==> src/rtl/temporizador_regressivo.sv <==
// Per-player countdown clock: prescaled decrement, Fischer bonus on a move,
// expiry flag. Ports: clock/zera_n, commands carrega/inicia/pausa/jogada,
// bonus; outputs Q (remaining), pulso (decrement strobe), fim, estado.
module temporizador_regressivo #(
  parameter int M       = 6000,
  parameter int N       = 13,
  parameter int INICIAL = 3000,
  parameter int DIV     = 50000,
  parameter int B       = 4
) (
  input  logic         clock,
  input  logic         zera_n,
  input  logic         carrega,
  input  logic         inicia,
  input  logic         pausa,
  input  logic         jogada,
  input  logic [B-1:0] bonus,
  output logic [N-1:0] Q,
  output logic         pulso,
  output logic         fim,
  output logic [1:0]   estado
);

  localparam int PW = (DIV > 1) ? $clog2(DIV) : 1;

  typedef logic [PW-1:0] presc_t;
  typedef logic [N-1:0]  q_t;
  typedef logic [N:0]    sum_t;

  localparam presc_t P_MAX  = presc_t'(DIV - 1);
  localparam sum_t   CAP    = sum_t'(M - 1);
  localparam q_t     Q_INIT = q_t'(INICIAL);

  typedef enum logic [1:0] {
    S_IDLE  = 2'b00,
    S_RUN   = 2'b01,
    S_PAUSE = 2'b10,
    S_EXP   = 2'b11
  } state_t;

  state_t st_q, st_d;
  q_t     q_q, q_d;
  presc_t presc_q, presc_d;
  logic   pulso_q, pulso_d;

  sum_t   sum;
  q_t     q_bonus;
  logic   tick;
  logic   can_add;
  logic   can_go;

  // Saturating add of the move bonus, done one bit wider so no wrap.
  assign sum     = {1'b0, q_q} + sum_t'(bonus);
  assign q_bonus = (sum > CAP) ? CAP[N-1:0] : sum[N-1:0];

  assign tick    = (st_q == S_RUN) && (presc_q == P_MAX);
  assign can_add = (st_q == S_RUN) || (st_q == S_PAUSE);
  assign can_go  = (st_q == S_IDLE) || (st_q == S_PAUSE);

  always_comb begin
    st_d    = st_q;
    q_d     = q_q;
    presc_d = presc_q;
    pulso_d = 1'b0;
    if (carrega) begin
      st_d    = S_IDLE;
      q_d     = Q_INIT;
      presc_d = '0;
    end else if (jogada && can_add) begin
      // A move in the tick cycle wins: the tick is simply dropped.
      st_d    = S_PAUSE;
      q_d     = q_bonus;
      presc_d = '0;
    end else if (pausa && (st_q == S_RUN)) begin
      st_d = S_PAUSE;
    end else if (inicia && can_go) begin
      st_d = (q_q != '0) ? S_RUN : S_EXP;
    end else if (st_q == S_RUN) begin
      if (tick) begin
        presc_d = '0;
        q_d     = q_q - q_t'(1);
        pulso_d = 1'b1;
        if (q_q == q_t'(1)) begin
          st_d = S_EXP;
        end
      end else begin
        presc_d = presc_q + presc_t'(1);
      end
    end
  end

  always_ff @(posedge clock or negedge zera_n) begin
    if (!zera_n) begin
      st_q    <= S_IDLE;
      q_q     <= Q_INIT;
      presc_q <= '0;
      pulso_q <= 1'b0;
    end else begin
      st_q    <= st_d;
      q_q     <= q_d;
      presc_q <= presc_d;
      pulso_q <= pulso_d;
    end
  end

  assign Q      = q_q;
  assign pulso  = pulso_q;
  assign fim    = (st_q == S_EXP);
  assign estado = st_q;

endmodule

==> config.mk <==
export PLATFORM = sky130hd
export DESIGN_NAME = temporizador_regressivo
export DESIGN_NICKNAME = d
export VERILOG_FILES = /design/src/rtl/temporizador_regressivo.sv
export SDC_FILE = /design/constraint.sdc
export NUM_CORES = 1
export LEC_CHECK = 0
export CORE_MARGIN = 5
export CORE_UTILIZATION = 57
export CTS_CLUSTER_SIZE = 25
export DETAILED_ROUTE_END_ITERATION = 16
export GPL_TIMING_DRIVEN = 1
export PLACE_DENSITY = 0.84
export SLEW_MARGIN = 20
export SYNTH_ARGS = -nofsm -noshare
export SYNTH_HDL_FRONTEND = slang
export SYNTH_SLANG_ARGS = --single-unit
==> constraint.sdc <==
create_clock -name clock -period 3.6 [get_ports clock]
set_input_delay 0.36 -clock clock [delete_from_list [all_inputs] [get_ports clock]]
set_output_delay 0.36 -clock clock [all_outputs]
set_load 0.01 [all_outputs]
* After elaboration in Yosys (flattened, before gate mapping) *
Index checks and enable logic that the tools add are counted.

word-level totals
  flip-flop bits (word level) = 32
  latch bits = 0
  memory bits (writable) = 0
  ROM bits = 0
  input bits = 10
  output and inout port bits = 17
  word-level logic and storage cells = 58
  memories kept = 0

operators by class
  $add $sub $neg = 3
  multiply operators = 0
  divide/modulo/power cells = 0
  magnitude comparators = 1
  equal/unequal tests = 7
  shift-type cells = 0
  mux-type cells = 27
  bitwise logic cells = 0
  reductions and logical operators = 16

operators by type and width
  kind                     count
  $mux W16                 6
  $mux W13                 7
  $add A16 B1 Y16 const B  1
  $eq A16 B16 Y1 const B   1
  $mux W2                  8
  $reduce_bool A5 Y1       3
  $add A13 B4 Y14          1
  $gt A14 B13 Y1 const B   1
  $eq A13 B1 Y1 const B    1
  $reduce_bool A13 Y1      1
  $sub A13 B1 Y13 const B  1
  $mux W1                  6
  $ne A3 B3 Y1 const B     2
  $reduce_and A3 Y1        2
  $reduce_bool A3 Y1       2
  $eq A2 B2 Y1 const B     2
  $logic_and A1 B1 Y1      4
  $reduce_and A4 Y1        1
  $eq A2 B1 Y1 const B     1
  $logic_not A2 Y1         1
  $logic_or A1 B1 Y1       2

* Depth between registers and ports, before layout *
Gate-level depths: netlist of run 1.

  depth in word-level cells = 8
  gate-level depth with buffers = 12
  mapped depth without buffers = 11

* Worst setup path after synthesis of run 1 *
Ideal clock, no wire load.

  kind = reg-to-reg
  start = register q_q[0] (netlist: Q[0])
  end = register q_q[0] (netlist: Q[0])
  library setup time = 94 ps
  data arrival time = 2,775 ps
  required time = 3,506 ps
  setup slack = 731 ps
  cell stages (with the launch flop) = 12
  buffers on the path = 1
  period minus slack after synthesis = 2,869 ps
  cell sequence = dfrtp_1 > ha_1 > inv_1 > fa_1 > nand2b_1 > a21oi_4 > and4_1 > o2111ai_1 > nor4_2 > o2bb2ai_2 > buf_6 > a221oi_2

on the way
  word-level cells in the longest chain between the ends = 7
  elaborated cells on any way between the ends = 10
  classes of those cells = add/sub (2); order compare (1); mux (7)

RTL lines
  element                                                  line  source
  start: declaration                                       42    q_t q_q, q_d;
  start signal: assignment                                 100   q_q <= q_d;
  branches (longest 5 deep; another with $add A13 B4 Y14)  -
  $mux W13 (*)                                             69    end else if (jogada && can_add) begin
  $mux W13 (*)                                             65    if (carrega) begin

Every way passes the cells marked *. The select of a mux whose other input is x is not followed.
A chain may end at the register's enable or synchronous reset.

* Worst setup path after layout of run 1 *
  start = input port bonus[0]
  end = register q_q[12] (netlist: Q[12])

on the way
  word-level cells in the longest chain between the ends = 5

RTL lines
  element              line  source
  start: declaration   17    input logic [B-1:0] bonus,
  $add A13 B4 Y14 (*)  53    assign sum = {1'b0, q_q} + sum_t'(bonus);
  $gt A14 B13 Y1       54    assign q_bonus = (sum > CAP) ? CAP[N-1:0] : sum[N-1:0];
  $mux W13 (*)         54
  $mux W13 (*)         69
  $mux W13 (*)         65

Every way passes the cells marked *; elsewhere a longest branch is shown, timed or not.

==> results.yml, run 1 <==
global_route:
  grt_overflow_total: 0
  grt_pass1_vias: 2317
  grt_max_degree: 33
  grt.total_usage: 0.223
  grt_pass1_wl_um: 10900
  antenna_found_initial: 0
timing:
  finalCriticalPeriod_ns: 3.39
  max_freq_mhz: 295
  period_share: 0.942
  slew_headroom: 0.448
  drv_slew: 0
  rsz0062_at_grt: "false"
  final-hold-violation-count: 0
  worstMarginPinSlew_ns: 0.825
  setup_viol: 0
  setup-tns-final_ns: 0
  skew_ns: 0.00442
cts:
  cts.sinks: 32
  hold_buffers: 0
  cts_setup_buffers: 0
  clock_path_buffers: 2
  clkTransAtPathRegs_ns: 0.07
  numCtsBuffers: 5
  h-tree-depth: 2
  cts_root_buf: "clkbuf_8"
  cts_tree: "built"
  clk_latency_ns: 0.29
  cts_resized: 0
floorplanning:
  die_h_um: 76.3
  fp-row-count: 24
  coreArea_sq_mm: 0.00429
  io_pins: 27
  fp.dieW_um: 76.3
  initial_core_util: 0.583
  die_area_sq_mm: 0.00582
final_layout:
  mostFrequentLayoutCells: "39 x nor2_1, 32 x nand2_1, 26 x clkdlybuf4s50_1"
  layout-drive-gt1-share: 0.102
  final_area_sq_mm: 0.00288
  final_common_cell: "nor2_1"
  n_antenna_cell: 0
  area_growth_syn_to_layout_pct: 15.2
  finalNetCount: 347
synthesis:
  syn_avg_cell_area_sq_um: 8.40
  postSynth.asyncResetShare: 1.00
  synth_cell_type_count: 57
  synth_seq_cells: 32
  synthTopCellsByArea: "dfrtp_1 25%, dfstp_2 7.4%, ha_1 6.0%"
  synth-edff-count: 0
  netlist_area_sq_mm: 0.00250
  yosys.area.top_type: "dfrtp_1"
  synth_top_area_share: 0.250
  synthFlopType: "dfrtp_1"
  synth-seq-area-share: 0.323
  syn-num-nets: 321
  ys_warn_count: 0
  syn-instance-count: 298
power_and_ir_drop:
  power_density_mw_per_mm2: 631
  ir_drop_v: 0.000473
  p_leak_nw: 1.19
routing:
  drc: 0
  routed_via_density: 6.33
  antenna_left: 0
  totalWireLength_um: 6330
  first_pass_iters: 5
  drt_iter0_drc: 232
  dr_total_vias: 2388
  drt-wirelength-per-cell_um: 16.8
setup_path:
  crit_path_start_kind: "primary input"
  arrival_ns: 3.57
  cp-end-kind: "register"
  required_ns: 3.78
  crit_fanout: 15
  critPathKind: "primary input to register"
placement:
  placed_area_sq_mm: 0.00279
  dpl.hpwl_um: 4580
  port_buffers: 26
  gp_congestion: 0.922
job:
  cap_violations: 0
run_status:
  outcome: "completed"
hold_path:
  hold_class: "primary input to asynchronous set/reset pin"
-- synthesized netlist by cell type (5+ instances only) --
cell      count
a21oi_1      13
dfstp_2       7
xnor2_1      10
dfrtp_1      25
and3_1        5
xor2_1       14
inv_1        14
nand3_1      14
ha_1         12
o22ai_1       5
nand4_1       7
clkbuf_1      5
nor4_1        7
nor3_1        6
nand2_1      32
nor2_1       39
o21ai_0      16
-- critical path, stage by stage --
cell and delay [ns]:
clkdlybuf4s50_1 0.47, ha_1 0.18, inv_1 0.06, fa_1 0.41
nand2b_1 0.24, a21oi_4 0.28, nand2_1 0.09, a211oi_1 0.31
nor4_2 0.10, o2bb2ai_2 0.60, o21ai_0 0.20, a22o_1 0.27
-- per-stage QoR --
| stage | worst slack (ns) | hold WS (ns) | utilization | power (W) | instances |
|---|---|---|---|---|---|
| 2_1_floorplan | 0.731 | 0.0644 | - | 0.00121 | 298 |
| 3_3_place_gp | 0.117 | 0.523 | 0.650 | 0.00149 | 369 |
| 3_5_place_dp | -0.00922 | 0.547 | 0.650 | 0.00151 | 369 |
| 4_1_cts | 0.272 | 0.490 | 0.671 | 0.00181 | 377 |
| 5_1_grt | 0.0390 | 0.522 | 0.671 | 0.00195 | 377 |
| 6_report | 0.210 | 0.468 | 0.671 | 0.00182 | 377 |
-- per-layer routing --
layer  wire length, um  track usage  vias up
li1                  -            -     1124
met1              2830        0.319     1136
met2              2930        0.336      110
met3               439       0.0414       18
met4               127       0.0804        0
met5                 0            0        -
-- report_power, final --
part,leakage [nW],internal (W),switching (W),total [W]
combinational,0.724,0.000413,0.000537,0.000950
sequential,0.415,0.000439,0.000141,0.000579
clock,0.0455,0.000156,0.000134,0.000290
-- cell families after synthesis --
family          share of synthesized area
mux                               0.00400
simple gates                        0.265
compound gates                      0.200
xor+xnor                           0.0840
buf+inv                            0.0560
fa+ha+maj                          0.0680
flops                               0.324
-- worst paths after layout --
check                                         endpoint  depth (start not counted)              startpoint  slack, ns
worst min register to register  presc_q[0]$_DFFE_PN0P_                          1  presc_q[0]$_DFFE_PN0P_       0.56
worst min-delay path                   pulso$_DFF_PN0_                          2                  zera_n       0.47
worst max-delay path                 Q[12]$_DFFE_PN0P_                         12                bonus[0]       0.21
worst max register to register       Q[12]$_DFFE_PN0P_                         11        Q[0]$_DFFE_PN0P_       0.21
min in group clock              presc_q[0]$_DFFE_PN0P_                          1  presc_q[0]$_DFFE_PN0P_       0.56
max in group asynchronous             Q[8]$_DFFE_PN1P_                          2                  zera_n       2.80
-- final cells by class --
cell class | count | area, sq um
multi-input combinational | 238 | 1550
fill | 370 | 1410
sequential | 32 | 810
timing repair buffer | 33 | 313
clock buffer | 8 | 90.1
tap | 52 | 65.1
inverter | 14 | 52.6
-- sequential cells by signal, summed over array words and instances, names as in the netlist --
name     count
estado       2
Q           13
presc_q     16
pulso        1
Note: power is estimated with default switching activity, not from simulation.
==> run 2: changes to the inputs <==
Settings changed: SLEW_MARGIN 20 to 10.
==> results of run 2 <==
Same layout as run 1: the final DEF is identical, and so are final timing and power.
